<file path="config.mk">
export PLATFORM = sky130hd
export DESIGN_NAME = locker_seq_ctrl
export DESIGN_NICKNAME = d
export VERILOG_FILES = /design/src/rtl/locker_seq_ctrl.sv
export SDC_FILE = /design/constraint.sdc
export NUM_CORES = 1
export LEC_CHECK = 0
export ABC_AREA = 1
export CAP_MARGIN = 0
export CORE_MARGIN = 2
export CORE_UTILIZATION = 40
export CTS_CLUSTER_DIAMETER = 200
export DETAILED_ROUTE_END_ITERATION = 10
export PLACE_DENSITY_LB_ADDON = 0.08
export SLEW_MARGIN = 30
export SYNTH_ARGS = -nofsm -noshare
export SYNTH_HDL_FRONTEND = slang
export SYNTH_SLANG_ARGS = --single-unit
</file>
<file path="constraint.sdc">
create_clock -name clk -period 3.35 [get_ports clk]
set_input_delay 1.005 -clock clk [delete_from_list [all_inputs] [get_ports clk]]
set_output_delay 1.005 -clock clk [all_outputs]
set_load 0.05 [all_outputs]
</file>
<file path="src/rtl/locker_seq_ctrl.sv">
// Sequencing controller for the Locker combination lock: code entry, RS-latch pulsing, lockout.
// Optional auto-relock from OPEN is enabled by defining LOCKER_AUTO_RELOCK_EN.
module locker_seq_ctrl #(
   parameter logic [15:0] CODE            = 16'h2418,
   parameter int          MAX_ERR         = 3,
   parameter int          LOCKOUT_CYC     = 1000,
   parameter int          PULSE_CYC       = 2,
   parameter int          AUTO_RELOCK_CYC = 5000
) (
   input  logic       clk,
   input  logic       rst,
   input  logic       key_valid,
   input  logic [3:0] key_val,
   input  logic       lock_cmd,
   output logic       latch_c,
   output logic       latch_s,
   output logic       latch_r,
   output logic [2:0] digit_cnt,
   output logic [2:0] err_cnt,
   output logic       lockout,
   output logic       is_open
);

   localparam int TMAX_A = (LOCKOUT_CYC > AUTO_RELOCK_CYC) ? LOCKOUT_CYC : AUTO_RELOCK_CYC;
   localparam int TMAX   = (TMAX_A > PULSE_CYC) ? TMAX_A : PULSE_CYC;
   localparam int TW     = $clog2(TMAX + 1);

   localparam logic [TW-1:0] T_ONE   = TW'(1);
   localparam logic [TW-1:0] T_PULSE = TW'(PULSE_CYC);
   localparam logic [TW-1:0] T_LOCK  = TW'(LOCKOUT_CYC);
`ifdef LOCKER_AUTO_RELOCK_EN
   localparam logic [TW-1:0] T_AUTO  = TW'(AUTO_RELOCK_CYC);
`endif
   localparam logic [3:0]    KEY_CLR = 4'hF;
   localparam logic [2:0]    ERR_LAST = 3'(MAX_ERR - 1);

   typedef enum logic [2:0] {
      S_INIT,
      S_RST_PULSE,
      S_IDLE,
      S_CHECK,
      S_SET_PULSE,
      S_OPEN,
      S_LOCKOUT
   } state_t;

   state_t          state;
   logic [TW-1:0]   timer;
   logic            mismatch;
   logic [4:0]      outs;

   // Output vector {latch_c, latch_s, latch_r, lockout, is_open} for a given state.
   function automatic logic [4:0] decode(input state_t s);
      case (s)
         S_RST_PULSE: decode = 5'b10100;
         S_SET_PULSE: decode = 5'b11000;
         S_OPEN:      decode = 5'b00001;
         S_LOCKOUT:   decode = 5'b00010;
         default:     decode = 5'b00000;
      endcase
   endfunction

   function automatic logic [3:0] code_digit(input logic [1:0] idx);
      case (idx)
         2'd0:    code_digit = CODE[15:12];
         2'd1:    code_digit = CODE[11:8];
         2'd2:    code_digit = CODE[7:4];
         default: code_digit = CODE[3:0];
      endcase
   endfunction

   assign {latch_c, latch_s, latch_r, lockout, is_open} = outs;

   // Outputs are loaded together with each state change so they come straight from flops.
   always_ff @(posedge clk) begin
      if (rst) begin
         state     <= S_INIT;
         timer     <= '0;
         digit_cnt <= '0;
         err_cnt   <= '0;
         mismatch  <= 1'b0;
         outs      <= '0;
      end else begin
         case (state)
            S_INIT: begin
               state <= S_RST_PULSE;
               outs  <= decode(S_RST_PULSE);
               timer <= T_PULSE;
            end

            S_RST_PULSE, S_SET_PULSE: begin
               if (timer == T_ONE) begin
                  if (state == S_SET_PULSE) begin
                     state <= S_OPEN;
                     outs  <= decode(S_OPEN);
`ifdef LOCKER_AUTO_RELOCK_EN
                     timer <= T_AUTO;
`endif
                  end else begin
                     state     <= S_IDLE;
                     outs      <= decode(S_IDLE);
                     digit_cnt <= '0;
                  end
               end else begin
                  timer <= timer - T_ONE;
               end
            end

            S_IDLE: begin
               if (key_valid) begin
                  if (key_val == KEY_CLR) begin
                     digit_cnt <= '0;
                     mismatch  <= 1'b0;
                  end else begin
                     // Keys 10-14 count as a digit but can never match.
                     if ((key_val > 4'd9) || (key_val != code_digit(digit_cnt[1:0])))
                        mismatch <= 1'b1;
                     digit_cnt <= digit_cnt + 3'd1;
                     if (digit_cnt == 3'd3) begin
                        state <= S_CHECK;
                        outs  <= decode(S_CHECK);
                     end
                  end
               end
            end

            S_CHECK: begin
               digit_cnt <= '0;
               mismatch  <= 1'b0;
               if (!mismatch) begin
                  err_cnt <= '0;
                  state   <= S_SET_PULSE;
                  outs    <= decode(S_SET_PULSE);
                  timer   <= T_PULSE;
               end else if (err_cnt == ERR_LAST) begin
                  err_cnt <= err_cnt + 3'd1;
                  state   <= S_LOCKOUT;
                  outs    <= decode(S_LOCKOUT);
                  timer   <= T_LOCK;
               end else begin
                  err_cnt <= err_cnt + 3'd1;
                  state   <= S_IDLE;
                  outs    <= decode(S_IDLE);
               end
            end

            S_OPEN: begin
               if (lock_cmd) begin
                  state <= S_RST_PULSE;
                  outs  <= decode(S_RST_PULSE);
                  timer <= T_PULSE;
               end
`ifdef LOCKER_AUTO_RELOCK_EN
               else if (timer == T_ONE) begin
                  state <= S_RST_PULSE;
                  outs  <= decode(S_RST_PULSE);
                  timer <= T_PULSE;
               end else begin
                  timer <= timer - T_ONE;
               end
`endif
            end

            S_LOCKOUT: begin
               if (timer == T_ONE) begin
                  err_cnt <= '0;
                  state   <= S_IDLE;
                  outs    <= decode(S_IDLE);
               end else begin
                  timer <= timer - T_ONE;
               end
            end

            default: begin
               state <= S_INIT;
               outs  <= '0;
            end
         endcase
      end
   end

endmodule
</file>
---- Word-level counts from Yosys, hierarchy flattened ----
Index checks and enable logic that the tools add are counted.
storage, ports and cells
  logic and storage cells ................. 89
  input bits .............................. 8
  bits in registers ....................... 28
  output and inout port bits .............. 11
operators by class
  add/sub/neg operators ................... 3
  reductions and logical operators ........ 14
  magnitude comparators ................... 1
  equal/unequal tests ..................... 23
  muxes and demuxes ....................... 42
operator list
  operator                                                                count
  13-bit 2-to-1 mux                                                       4
  13-bit case mux with 4 select lines                                     1
  3-bit 2-to-1 mux                                                        15
  5-bit 2-to-1 mux                                                        7
  5-bit case mux with 6 select lines                                      1
  3-bit case mux with 6 select lines                                      1
  4-bit 2-to-1 mux                                                        4
  2-bit inequality test, second input constant                            8
  13-bit by 1-bit equality test with 1-bit output, second input constant  1
  13-bit by 1-bit subtractor with 13-bit output, second input constant    1
  3-bit by 2-bit equality test with 1-bit output, second input constant   4
  4-bit case mux with 3 select lines                                      1
  3-bit equality test, second input constant                              3
  3-bit case mux with 3 select lines                                      1
  4-bit AND reduction                                                     2
  3-bit by 1-bit adder with 3-bit output, second input constant           2
  3-bit inequality test, second input constant                            2
  3-bit case mux with 2 select lines                                      1
  6-bit AND reduction                                                     1
  4-bit equality test, second input constant                              1
  4-bit greater-than comparator, second input constant                    1
  1-bit 2-to-1 mux                                                        4
  4-bit inequality test                                                   1
  2-bit nonzero test                                                      2
  other kinds (14)                                                        14

---- Depth between registers and ports, before layout ----
  depth after elaboration ................. 12
  mapped depth ............................ 12

---- Least setup slack after synthesis ----
No wires, ideal clock.
  path kind ............................... register to register
  from .................................... reg digit_cnt[0]
  to ...................................... reg outs[0]
  cell stages (with the launch flop) ...... 10
  arrival time ............................ 1.772 ns
  data required time ...................... 3.236 ns
  period minus slack after synthesis ...... 1.886 ns
  library setup time ...................... 0.114 ns
  slack ................................... 1.464 ns
  path buffers ............................ 0
  path through ............................ dfxtp_1 ha_1 ha_1 inv_1 o21ai_0 nand3_2 nor2_4 nand2_1 nand2_1 nor2_1
between the ends
  word-level cells in the longest chain between the ends .. 3
RTL lines
  element                                         line  source
  start, declared                                 18    output logic [2:0] digit_cnt,
  start signal, assigned                          118   digit_cnt <= digit_cnt + 3'd1;
  3-bit by 2-bit equality test with 1-bit output  119   if (digit_cnt == 3'd3) begin
  2-bit inequality test (no source line)          -
  6-bit AND reduction (no source line)            -
  end signal, assigned                            121   outs <= decode(S_CHECK);
  end signal, assigned                            133   outs <= decode(S_SET_PULSE);
  end signal, assigned                            138   outs <= decode(S_LOCKOUT);
  end, declared                                   50    logic [4:0] outs;
Every way passes these cells.
A chain may end at the register's enable or synchronous reset.

---- Worst setup path after layout ----
  from .................................... reg digit_cnt[0]
  to ...................................... out digit_cnt[0]
No word-level cell between the ends.

==> results.txt <==
outcome: finished clean
kind of critical path: reg -> out
critical path's top delay family: buffers and inverters
post-route design area: 0.00219 mm2
CP Data Arrival Time: 1.59 ns
Post-CTS Setup Inserts: 0
area of the die: 0.00535 mm2
Worst Hold End: outs[1]
Crit path largest cell delay: 0.85 ns
# clock sinks: 28
Syn Inst Count: 300
Cell Area, Placed: 0.00214 mm2
Util after Layout: 0.471
Mapped Area: 0.00191 mm2
R2R Setup Slk: 1.49 ns
Residual DRC: 0
PwrDens: 969 mW/mm2
gr ovfl total: 0
max_cap viols: 0
met2 WL: 1990 um
setup_tns: 0 ns
first-pass GRT wire length: 7220 um
final hold viol count: 0
most common cell after layout, fill and taps aside: nand2_1
GPL Wtd Cong: 0.785
# nets final: 338
port bufs: 18
die width: 73.2 um
Hold Path Class: reg -> reg
Worst Path Buf+Inv: 1
cell row count: 25
# hold bufs at CTS: 0
Antenna Cells: 0
First DRT Iteration DRCs: 68
largest cells by area after synthesis: dfxtp_1 (29%), nand2_1 (13%), nor2_1 (9.6%), inv_1 (8.2%), ha_1 (6.5%)
Critical R2R Launch: state[2]
sequential area share after synthesis: 0.293
hpwl dp: 3290 um
Synth top area share: 0.293
I/O pins: 19
Worst Setup Start Kind: flop
Reg clk slew, reported paths: 0.10 ns
drt via density: 4.84
GRT Total Usage: 0.172
final setup violation count: 0
Starting Density: 0.410
Tcrit/Tclk final: 0.773
Post-CTS Resized: 0
Area growth syn-to-layout: 14.6%
Hold Startpoint: outs[1]
CTS tree: done
worst-margin pin slew: 0.498 ns
vias in the first global route: 1603
most frequent cells in the layout: nand2_1 (68), nor2_1 (49), inv_1 (42), dfxtp_1 (28)
Die Span Y: 73.2 um
initial antenna violation count: 0
Fmax: 386 MHz
DR WL/cell: 11.3 um
Top Metal Used: met4
Yosys warning count: 0
P_leak: 1.05 nW
Pre-Repair DR Iteration Count: 4
Worst Reg2Reg Path Length in Cells: 9
Syn Area/Cell: 6.38 um2
Post-Route WL: 4220 um
Max clock buf depth: 2
Crit Path Max Fanout: 7
TritonCTS Buffers: 3
Worst Setup End Kind: output port
slowest cell on the critical path: clkdlybuf4s50_1
Slew Limit Fails: 0
Post-DRT Antenna Nets: 0
Hold Path Depth: 2
Max VDD drop: 0.428 mV
post-synthesis register bit count: 28
RSZ-0062 raised after global routing: no
largest net degree at the start of global routing: 16
Syn Nets: 318
share of cells above drive strength 1: 0.0972
CORE AREA: 0.00466 mm2
WL met3: 123 um
CP Cell Sequence: clkdlybuf4s50_1
clk_skew: 0.00348 ns
slew margin rel.: 0.667
minimum clock period: 2.59 ns
Critical R2R Capture: timer[5]
Power Total: 2.12 mW
Clock Latency Late Sink: 0.27 ns
via count: 1807
Met1 Wirelength: 2080 um
htree depth: 1
Synth area leader: dfxtp_1
unique cell type count in the Yosys netlist: 27
worst path required time: 2.34 ns
Root Driver: clkbuf_8
[Yosys cell counts, drive strengths merged]
library cell,n
clkbuf,2
nand4,4
xor2,3
o22ai,1
xnor2,1
buf,3
o31ai,1
dfxtp,28
o21bai,4
nand3,24
inv,45
nor2,57
nor3b,1
nor3,8
o21ai,18
a21oi,16
nand2,74
ha,10
[layout make-up]
cell class	instances	area, um2
Fill cell	475	2470
Multi-Input combinational cell	222	1150
Sequential cell	28	561
Timing Repair Buffer	20	195
Inverter	45	169
Tap cell	54	67.6
Clock buffer	4	55.1
[metal layers]
metal | vias up | global-route usage
li1 | 984 | -
met2 | 24 | 0.296
met1 | 797 | 0.223
met5 | - | 0
met3 | 2 | 0.0249
met4 | 0 | 0.0432
[how the worst max path moves through the flow]
stage	startpoint	endpoint	slack, ns	depth (start not counted)
2_1_floorplan	digit_cnt[0]	outs[0]	1.46	9
3_3_place_gp	lock_cmd	timer[12]	0.77	10
3_5_place_dp	lock_cmd	timer[12]	0.75	10
4_1_cts	digit_cnt[0]	digit_cnt[0]	0.75	1
5_1_grt	digit_cnt[0]	digit_cnt[0]	0.67	1
6_report	digit_cnt[0]	digit_cnt[0]	0.76	1
[report_power, final]
part           switching, mW  internal [mW]
Combinational          0.887          0.451
Sequential             0.123          0.451
Clock                  0.108          0.105
[sequential cells by signal, summed over array words and instances (netlist names)]
signal and count:
digit_cnt 3, err_cnt 3, mismatch 1, outs 5
state 3, timer 13
[per-stage QoR]
step / cells / hold slack (ns) / setup slack [ns]
after floorplan: 300 / 0.461 / 1.46
after CTS: 373 / 0.495 / 0.746
after global routing: 373 / 0.515 / 0.672
final: 373 / 0.489 / 0.759
after detailed placement: 369 / 0.475 / 0.752
after global placement: 369 / 0.472 / 0.768
[kinds of logic (layout without fill, tap and decap cells)]
| family | after synthesis | count (layout) | synth area share |
|---|---|---|---|
| xor gates and xnor gates | 4 | 4 | 0.0183 |
| DFF | 28 | 28 | 0.293 |
| AOI/OAI and AO/OA | 40 | 40 | 0.116 |
| and+or+nand+nor | 168 | 168 | 0.400 |
| adders and majority gates | 10 | 10 | 0.0654 |
| buffers and inverters | 50 | 69 | 0.108 |
Note: power is estimated with default switching activity, not from simulation.
==> RTL change 1, RTL diff (config.mk and constraints unchanged) <==
Set the parameter `AUTO_RELOCK_CYC` to 10000 (it was 5000).
--- a/src/rtl/locker_seq_ctrl.sv
+++ b/src/rtl/locker_seq_ctrl.sv
@@ -5,7 +5,7 @@
    parameter int          MAX_ERR         = 3,
    parameter int          LOCKOUT_CYC     = 1000,
    parameter int          PULSE_CYC       = 2,
-   parameter int          AUTO_RELOCK_CYC = 5000
+   parameter int          AUTO_RELOCK_CYC = 10000
 ) (
    input  logic       clk,
    input  logic       rst,
Check against the original RTL: no difference found for any inputs over 10 cycles, from zero or initial values and one cycle with rst high; that may be too few to reach the edited logic, so the function may still have changed.
==> RTL change 1 against the original RTL <==
Setup slack better by 0.079 ns; routed wire length up 5.9%; largest power group unchanged; non-clock buffer count down 1; fmax up 3.2%; total power up 22%; register-to-register slack worse by 0.02 ns; synthesized area up 6.7%; sequential cell count up 1; highest routed layer unchanged; design area up 7.6%; die area up 6.4%.
==> RTL change 1: results (changes against the original RTL) <==
metric,value,unit,change
status,completed,,
DR WL/cell,10.6,µm,-6.2%
Worst Tran Pin Value,0.582,ns,+0.0835 ns
"top cells by count, synth","nand2_1 (97), nor2_1 (62), inv_1 (47)",,
number of H-tree levels,2,,+1
Clock transition at path regs,0.06,ns,-0.04 ns
mean post-synth cell area,6.19,µm²,-3.0%
post-synthesis xor/xnor area fraction,0,%,-1.8 points
final WL,4.47,mm,+5.9%
Net Sw Frac,53.7,%,+1.1 points
Final GP Congestion,0.798,,+1.7%
post-synthesis cell type count,26,,-3.7%
Leakage Power,1.18,nW,+13%
Synth Register Bits,29,,+3.6%
Max Clock Skew,0.00627,ns,+0.00279 ns
R2R Setup Slk,1.47,ns,-0.02 ns
1st-iter DRT viols,51,,-25%
clock network area share,3.13,%,+0.62 points
"Seq/Total Area, Yosys",28.4,%,-0.87 points
Register Area,581,µm²,+3.6%
fin nets,370,,+9.5%
bufs w/o clock,19,,-5.0%
Final HPWL DP,3.45,mm,+4.9%
non-clock buffer share of cell area,7.95,%,-0.95 points
layout cells sized above 1,8.26,%,-1.5 points
delay of the slowest critical-path stage,0.83,ns,-0.02 ns
DP Area,2290,µm²,+6.9%
CTS buffer count,5,,+2
sequential cell area share,24.6,%,-0.95 points
Synth Area in Compound Gates,9.74,%,-1.8 points
DP Worst Slack,0.717,ns,-0.0355 ns
post-DR vias/cell,4.58,,-5.5%
Largest regs,"timer x14, outs x5",,
first-pass GRT wire length,7.62,mm,+5.6%
area of the multi-input gates,1250,µm²,+8.7%
Multi-input comb cells,248,,+12%
==> RTL change 1: cell count changes in the layout (fill, tap and decap cells not counted), sizes merged, moves of 2 or more <==
cell,change
inv,+4
o21bai,-3
o21ai,-7
xor2,-3
nand3b,+2
a21oi,+3
o21a,+2
nor3,-5
nand2,+27
nor2,+13
==> RTL change 1: worst min path at each step <==
stage | startpoint | endpoint | slack [ns]
floorplan | timer[2] | timer[2] | 0.47
global placement | outs[3] | outs[3] | 0.48
detailed placement | outs[3] | outs[3] | 0.48
CTS | outs[3] | outs[3] | 0.49
global route | outs[1] | outs[1] | 0.50
finish | outs[3] | outs[3] | 0.49
==> RTL change 1: routing by layer <==
layer | vias up | routed length [µm] | GRT usage (%)
met5 | - | 0 | 0
met4 | 0 | 56 | 4.68
met3 | 6 | 146 | 4.63
met2 | 27 | 1960 | 28.5
met1 | 831 | 2310 | 22.7
li1 | 1063 | - | -
==> RTL change 2, RTL diff (same settings) <==
Made on the original files. The 7 states of `state_t` get a one-hot encoding in 7 bits.
--- a/src/rtl/locker_seq_ctrl.sv
+++ b/src/rtl/locker_seq_ctrl.sv
@@ -34,14 +34,14 @@
    localparam logic [3:0]    KEY_CLR = 4'hF;
    localparam logic [2:0]    ERR_LAST = 3'(MAX_ERR - 1);
 
-   typedef enum logic [2:0] {
-      S_INIT,
-      S_RST_PULSE,
-      S_IDLE,
-      S_CHECK,
-      S_SET_PULSE,
-      S_OPEN,
-      S_LOCKOUT
+   typedef enum logic [6:0] {
+      S_INIT      = 7'b0000001,
+      S_RST_PULSE = 7'b0000010,
+      S_IDLE      = 7'b0000100,
+      S_CHECK     = 7'b0001000,
+      S_SET_PULSE = 7'b0010000,
+      S_OPEN      = 7'b0100000,
+      S_LOCKOUT   = 7'b1000000
    } state_t;
 
    state_t          state;
Formal check against the unedited RTL: no difference found for any inputs over 10 cycles, from zero or initial values and one cycle with rst high; not proved beyond that.
==> RTL change 2 against the original RTL <==
Sequential cell count increased by 4; die area increased by 13%; sequential power decreased by 13%; utilization increased by 0.98 points; critical path depth unchanged; sequential share of layout area increased by 0.22 points; design area increased by 13%; critical path type unchanged; total power decreased by 29%; setup slack got worse by 0.0080 ns; routed wire length increased by 17%; first-iteration DRC count increased by 32%; synthesized area increased by 14%.
==> RTL change 2: results (changes against the original RTL) <==
metric,value,unit,change
bufs w/o clock,19,,-5.0%
Worst Setup EP,digit_cnt[0],,
fin nets,370,,+9.5%
setup TNS,0,ns,unchanged
Clock buffer cells,6,,+2
Arrival @ worst endpoint,1.59,ns,about the same
cts repair resizes,0,,unchanged
Synth async-reset ratio,0,%,unchanged
final WL,4.94,mm,+17%
worst-path fanout max,7,,unchanged
Tightest Hold Check Type,reg2reg,,
Clock transition at path regs,0.07,ns,-0.03 ns
CP max-delay cell,clkdlybuf4s50_1,,
reg-to-reg endpoint,timer[8],,
num sequential,32,,+14%
Reg2Reg Depth,10,,+1
drt pass-1 iters,5,,+1
non-clock buffer share of cell area,7.55,%,-1.3 points
root buffer cell,clkbuf_8,,
vias in the first global route,1946,,+21%
syn_nets,350,,+10%
multi-input combinational area share,52.5,%,+0.21 points
maximum vdd drop,261,µV,-39%
Max Clock Skew,0.00463,ns,+0.00115 ns
reg2reg start,state[0],,
R2R Setup Slk,1.29,ns,-0.20 ns
Leakage Power,1.18,nW,+13%
Crit path max-delay family,buffers and inverters,,
Post-CTS Setup Bufs,0,,unchanged
clock network area share,3.73,%,+1.2 points
# diodes,0,,unchanged
Largest regs,"timer x13, state x7, outs x5",,
initial antenna violation count,0,,unchanged
Area contributors post-synth,"dfxtp_1 (29%), nand2_1 (13%), nor2_1 (8.3%)",,
Worst Tran Pin Value,0.497,ns,-0.00158 ns
CTS buffer count,5,,+2
CTS Buffer Depth,2,,unchanged
Setup crit start,digit_cnt[0],,
layout cells sized above 1,13.3,%,+3.6 points
status,completed,,
vias,2039,,+13%
post-synthesis cell type count,27,,unchanged
port buffer count,18,,unchanged
Final HPWL DP,3.60,mm,+9.5%
Multi-input comb cells,248,,+12%
Final GP Congestion,0.782,,-0.38%
1st-iter DRT viols,90,,+32%
"Seq/Total Area, Yosys",29.5,%,+0.19 points
Register Area,641,µm²,+14%
hold_sp,outs[4],,
first-pass GRT wire length,8.82,mm,+22%
inverters,46,,+2.2%
number of H-tree levels,2,,+1
delay of the slowest critical-path stage,0.85,ns,about the same
"top cells by count, synth","nand2_1 (78), nor2_1 (48), inv_1 (41)",,
Yosys warnings,0,,unchanged
Fillers,562,,+18%
largest net degree at the start of global routing,21,,+5
gr usage total,18.0,%,+0.83 points
## RTL change 2: cell types whose count changed after synthesis, sizes merged, moves of 2 or more
cell,change
nor2,-2
nand3b,+2
nand3,+9
nand2,+20
a21oi,+11
o21ai,-9
xor2,+2
dfxtp,+4
o21bai,-4
## RTL change 2: worst min path at each step
stage                          end  slack (ns)  cells past startpoint
after floorplan           state[2]        0.45                      2
after global placement     outs[2]        0.45                      2
after detailed placement   outs[0]        0.45                      2
after CTS                  outs[0]        0.47                      2
after global routing       outs[1]        0.49                      2
final                      outs[4]        0.46                      2
## RTL change 2: stage by stage
stage                     instance area [µm²]  util [%]  setup slack (ns)  cells  hold WS, ns
final                                    2480      48.0             0.751    423        0.464
after global routing                     2480      48.0             0.700    423        0.493
after CTS                                2480      48.0             0.735    423        0.470
after detailed placement                 2390      46.3             0.783    415        0.452
after global placement                   2390      46.3             0.812    415        0.450
after floorplan                          2170         -              1.53    332        0.454
## RTL change 2: kinds of logic after synthesis
group	synth area share [%]
simple gates	41.9
buf+inv	10.5
compound gates	10.3
flops	29.5
fa+ha+maj	5.76
xor+xnor	2.02
## RTL change 2: metal layers
metal / part of all wire, % / wire length [µm] / up-vias / track usage [%]
li1: - / - / 1085 / -
met1: 52 / 2570 / 916 / 25.0
met2: 44 / 2160 / 33 / 28.6
met3: 3.4 / 170 / 5 / 3.14
met4: 0.89 / 44 / 0 / 4.82
met5: 0 / 0 / - / 0
## RTL change 2: report_power, final
group | internal (mW) | switching, mW
registers | 0.439 | 0.0603
clock network | 0.164 | 0.151
logic | 0.232 | 0.464
